## src/rtl/tl_vehicle_sensor_pkg.sv

```systemverilog
// Shared light encoding and helpers for the intersection model.
// Both the controller and the sensor model import this package.
package tl_vehicle_sensor_pkg;

    typedef enum logic [1:0] {
        TL_GREEN  = 2'b00,
        TL_YELLOW = 2'b01,
        TL_RED    = 2'b10
    } tl_light_e;

    // Code 2'b11 is not a legal light and behaves as RED.
    function automatic logic tl_is_red(input logic [1:0] light);
        return light[1];
    endfunction

    function automatic logic tl_is_green(input logic [1:0] light);
        return light == TL_GREEN;
    endfunction

endpackage

```

## src/rtl/tl_lane_queue.sv

```systemverilog
// One street of the intersection: a saturating car queue that drains
// while the street is green, with a minimum gap between departures.
module tl_lane_queue
    import tl_vehicle_sensor_pkg::*;
#(
    parameter int QW         = 4,
    parameter int DEPART_GAP = 2
) (
    input  logic          clk,
    input  logic          reset_n,
    input  logic          arr_i,
    input  logic [1:0]    light_i,
    output logic [QW-1:0] cnt_o,
    output logic          served_o,
    output logic          ovf_o
);

    localparam int            GW       = $clog2(DEPART_GAP) + 1;
    localparam logic [GW-1:0] GAP_LOAD = GW'(DEPART_GAP - 1);
    localparam logic [QW-1:0] CNT_MAX  = '1;

    logic [QW-1:0] cnt_q, cnt_d;
    logic [GW-1:0] gap_q, gap_d;
    logic          served_q;
    logic          ovf_q, ovf_d;
    logic          green;
    logic          dep;

    assign green = tl_is_green(light_i);
    assign dep   = green && (cnt_q != '0) && (gap_q == '0);

    always_comb begin
        cnt_d = cnt_q;
        ovf_d = ovf_q;
        gap_d = gap_q;

        // Arrival and departure in the same cycle cancel; never an overflow.
        if (arr_i && !dep) begin
            if (cnt_q == CNT_MAX) begin
                ovf_d = 1'b1;
            end else begin
                cnt_d = cnt_q + 1'b1;
            end
        end else if (!arr_i && dep) begin
            cnt_d = cnt_q - 1'b1;
        end

        if (!green) begin
            gap_d = '0;
        end else if (dep) begin
            gap_d = GAP_LOAD;
        end else if (gap_q != '0) begin
            gap_d = gap_q - 1'b1;
        end
    end

    always_ff @(posedge clk or negedge reset_n) begin
        if (!reset_n) begin
            cnt_q    <= '0;
            gap_q    <= '0;
            served_q <= 1'b0;
            ovf_q    <= 1'b0;
        end else begin
            cnt_q    <= cnt_d;
            gap_q    <= gap_d;
            served_q <= dep;
            ovf_q    <= ovf_d;
        end
    end

    assign cnt_o    = cnt_q;
    assign served_o = served_q;
    assign ovf_o    = ovf_q;

endmodule

```

## src/rtl/tl_vehicle_sensor.sv

```systemverilog
// Closed-loop intersection model: two lane queues, occupancy sensors
// fed back to the controller, and a sticky unsafe-lights flag.
module tl_vehicle_sensor
    import tl_vehicle_sensor_pkg::*;
#(
    parameter int QW         = 4,
    parameter int DEPART_GAP = 2
) (
    input  logic          clk,
    input  logic          reset_n,
    input  logic          arr_a,
    input  logic          arr_b,
    input  logic [1:0]    La,
    input  logic [1:0]    Lb,
    output logic          Ta,
    output logic          Tb,
    output logic [QW-1:0] cnt_a,
    output logic [QW-1:0] cnt_b,
    output logic          served_a,
    output logic          served_b,
    output logic          ovf_a,
    output logic          ovf_b,
    output logic          conflict
);

    logic conflict_q;
    logic both_open;

    tl_lane_queue #(
        .QW         (QW),
        .DEPART_GAP (DEPART_GAP)
    ) u_lane_a (
        .clk      (clk),
        .reset_n  (reset_n),
        .arr_i    (arr_a),
        .light_i  (La),
        .cnt_o    (cnt_a),
        .served_o (served_a),
        .ovf_o    (ovf_a)
    );

    tl_lane_queue #(
        .QW         (QW),
        .DEPART_GAP (DEPART_GAP)
    ) u_lane_b (
        .clk      (clk),
        .reset_n  (reset_n),
        .arr_i    (arr_b),
        .light_i  (Lb),
        .cnt_o    (cnt_b),
        .served_o (served_b),
        .ovf_o    (ovf_b)
    );

    // Observation only: the lanes keep draining even when this is set.
    assign both_open = !tl_is_red(La) && !tl_is_red(Lb);

    always_ff @(posedge clk or negedge reset_n) begin
        if (!reset_n) begin
            conflict_q <= 1'b0;
        end else if (both_open) begin
            conflict_q <= 1'b1;
        end
    end

    assign conflict = conflict_q;
    assign Ta       = |cnt_a;
    assign Tb       = |cnt_b;

endmodule

```

## config.mk

```make
export PLATFORM = sky130hd
export DESIGN_NAME = tl_vehicle_sensor
export DESIGN_NICKNAME = d
export VERILOG_FILES = /design/src/rtl/tl_vehicle_sensor_pkg.sv /design/src/rtl/tl_lane_queue.sv /design/src/rtl/tl_vehicle_sensor.sv
export SDC_FILE = /design/constraint.sdc
export NUM_CORES = 1
export LEC_CHECK = 0
export ABC_AREA = 1
export BUFFER_PORTS_ARGS = -buffer_cell sky130_fd_sc_hd__clkbuf_2
export CORE_MARGIN = 2
export CORE_UTILIZATION = 35
export CTS_BUF_LIST = sky130_fd_sc_hd__clkbuf_8 sky130_fd_sc_hd__clkbuf_16
export DETAILED_ROUTE_END_ITERATION = 8
export PLACE_DENSITY = 0.66
export SKIP_LAST_GASP = 1
export SYNTH_ARGS = -nofsm -noshare
export SYNTH_HDL_FRONTEND = slang
export SYNTH_SLANG_ARGS = --single-unit
```

## constraint.sdc

```tcl
create_clock -name clk -period 2.2 [get_ports clk]
set_input_delay 0.11 -clock clk [delete_from_list [all_inputs] [get_ports clk]]
set_output_delay 0.11 -clock clk [all_outputs]
set_load 0.05 [all_outputs]
```

==> summary.md <==
| Metric | Value |
|---|---|
| Critical Path End Type | flip-flop |
| Tightest Hold Check Type | in2reg |
| Drt total wl | 1.88 mm |
| Die width | roughly 56 um |
| Worst-Margin Slew | between 0.4 and 0.5 ns |
| Minimum clock period | approximately 2.0 ns |
| Initial DRT Pass Iterations | 4 |
| Switching Power | 966 uW |
| Top Ports | 23 |
| WS Path Type | reg2reg |
| Grt ovf | 0 |
| WL/cell | about 11 um |
| Status | complete, no violations |
| Sw frac | 0.535 |
| DRT iter0 DRCs | 25 |
| Synth Register Bits | 17 |
| Drc violations | 0 |
| Post-route ant nets | 0 |
| Worst endpoint required time | ~2.4 ns |
| Dpl hpwl | about 1.4 mm |
| Num CTS Buffers | 3 |
| Post-synthesis sequential area ratio | 0.444 |
| Yosys warns | 0 |
| Max Root-Sink Buffers | 2 |
| Layout Cells excl Fill | between 150 and 200 |
| Slew Limit Fails | 0 |
| Initial antenna violation count | 0 |
| Synth async-reset ratio | 1.00 |
| Vias in the first global route | 815 |
| Sinks on Clock Net | 17 |
| Final setup fails | 0 |
| Total GRT Usage | 0.140 |
| Clock Skews | 0.00420 ns |
| CP top delay family | simple AND/OR/NAND/NOR gates |
| Worst hold stages | 2 |
| # rows | 18 |
| GP Congestion | between 0.8 and 0.9 |
| Crit path max fanout | 6 |
| Avg Cell Area, Syn | ~8.9 sq um |
| Fillers | 253 |
| CTS tree | built |
| Crit-path cells | nor2_1 -> nand2_2 -> nand3_2 -> nand2_1 -> ha_1 -> nand2_1 -> nand2_1 -> a21oi_1 -> inv_1 -> nand2_1 -> nand3_1 -> nand2_1 -> nand2_1 |
| Largest net degree at the start of global routing | 18 |
| Layout Nets | 149 |
| Multi-input logic area | 467 sq um |
| Post-layout util | 0.464 |
| Post-synth EDFFs | 0 |
| Crit path max-delay cell type | dfrtp_2 |
| PortBufs | 22 |
| DP Area | between 0.001 and 0.0015 sq mm |
| Finished Cell Area | between 0.001 and 0.0015 sq mm |
| Postcts setup bufs | 0 |
| CP dominant cell by count | nand2_1 |
| Total core area | roughly 0.0025 sq mm |
| Power Internal | between 800 and 900 uW |
| P_leak | about 0.00063 uW |
| Share of layout cells above drive strength 1 | 0.321 |
| Hold_ws | around 0.031 ns |
| Sequential Power Share | 0.311 |
| Most frequent cells in the layout | clkbuf_2, inv_1, nand2_1 |
| Via count | around 800 |
| First-pass GRT wire length | about 3.5 mm |
| Via-per-instance ratio | 4.87 |
| WP depth | 13 |
| Most common cell after layout, fill and taps aside | clkbuf_2 |
| Worst skew pair latency | approximately 0.25 ns |
| Maximum vdd ir drop | about 1 mV |
| Fmax | approximately 0.50 GHz |
| Starting Density | 0.376 |
| Post-Syn Area | 957 sq um |
| Clock Tree Root | clkbuf_8 |
| Startpoint class of the critical path | flip-flop |
| CTS clk-pin slew, worst paths | 0.07 ns |
| Cell Pwr Density | roughly 1500 mW/mm^2 |
| Max Cap Violations | 0 |
| Gate power share | 0.555 |
| Period utilisation layout | 0.917 |
| Storage cell area | 432 sq um |
| Synth Flop Type | dfrtp_1 |
| Yosys cell types | 22 |
| Clk pwr share | 0.134 |
| Hold Vio Cnt, Final | 0 |
| Worst path bufs/invs | 1 |
| Area grow syn2layout | 23.3% |
| H-Tree Depth | 1 |
| Worst path max stage delay | around 0.46 ns |
| RSZ-0062 raised after global routing | no |
| Die area | around 0.0032 sq mm |
| # placed instances | approximately 160 |
| Reg2Reg Depth | 13 |
| Height of the chip | 56.3 um |
| Worst slew margin | 0.713 |
| WP data arrival | roughly 2.2 ns |
| Synth Instances | 107 |
| Antenna cells | 0 |
| Net Count, Synth | 121 |
==> worst paths after layout <==
| kind | slack, ns | endpoint | startpoint |
|---|---|---|---|
| max | 0.18 | u_lane_a.cnt_o[3] | u_lane_a.cnt_o[0] |
| min | 0.03 | conflict | Lb[1] |
| min in group asynchronous | 0.32 | u_lane_a.served_o | reset_n |
| min reg2reg | 0.48 | u_lane_a.ovf_o | u_lane_a.ovf_o |
| max reg2reg | 0.18 | u_lane_a.cnt_o[3] | u_lane_a.cnt_o[0] |
| max in group asynchronous | 1.55 | u_lane_a.cnt_o[2] | reset_n |
==> per-stage QoR <==
step	total power [uW]	setup slack (ns)	setup TNS (ns)
finish	1800	0.183	0
global route	1940	0.00346	0
CTS	1830	0.146	0
detailed placement	1570	0.150	0
global placement	1540	0.180	0
floorplan	1330	-0.0584	-0.0584
==> metal layers <==
metal / global-route usage / vias to the layer above / wire length, um
met5: 0 / - / 0
met4: 0.0646 / 0 / 12
met3: 0.0300 / 2 / 90
met2: 0.237 / 20 / 924
met1: 0.169 / 383 / 852
li1: - / 393 / -
==> kinds of logic (layout without fill, tap and decap cells) <==
group / after synthesis / after routing / synth area share
flip-flops: 17 / 17 / 0.444
AO/OA/AOI/OAI: 10 / 10 / 0.0627
XOR/XNOR: 4 / 4 / 0.0366
buffers and inverters: 20 / 47 / 0.0784
adder cells (fa/ha/maj): 6 / 6 / 0.0941
AND/OR/NAND/NOR: 50 / 50 / 0.284
==> area by class of cell <==
cell class | count | share of cell area
multi-input combinational | 70 | 0.396
inverter | 20 | 0.0636
timing repair buffer | 23 | 0.102
clock inverter | 1 | 0.00636
clock buffer | 3 | 0.0350
tap | 30 | 0.0318
sequential | 17 | 0.366
==> timing repair <==
item / CTS / global route
endpoints found under the hold margin: 17 / 0
resized for setup: 0 / 1
endpoints found under the setup margin: 0 / 1
hold buffers: 1 / 0
==> registers in the layout (all words and copies together) (netlist names) <==
register / cells
u_lane_a.gap_q: 2
u_lane_a.cnt_o: 4
u_lane_b.ovf_o: 1
u_lane_b.served_o: 1
u_lane_a.served_o: 1
u_lane_b.cnt_o: 4
u_lane_a.ovf_o: 1
u_lane_b.gap_q: 2
conflict: 1
==> Yosys cell counts (3+ instances only) <==
library cell | number | area, sq um
nand2_1 | 20 | 75.1
nand4_1 | 5 | 31.3
xor2_1 | 3 | 26.3
nand3_2 | 3 | 30.0
o21bai_1 | 3 | 22.5
nor2_1 | 7 | 26.3
dfrtp_1 | 17 | 425
ha_1 | 4 | 50.1
a21oi_1 | 3 | 15.0
nand3_1 | 5 | 25.0
inv_1 | 20 | 75.1
nand2_2 | 3 | 18.8
==> power by group through the flow <==
| stage | sequential (uW) | combinational (uW) | clock [uW] |
|---|---|---|---|
| CTS | 560 | 1010 | 256 |
| global placement | 560 | 984 | 0 |
| finish | 561 | 1000 | 242 |
| detailed placement | 564 | 1000 | 0 |
| global route | 579 | 1100 | 269 |
| floorplan | 872 | 462 | 0 |
Power figures use the tool's default switching activity.
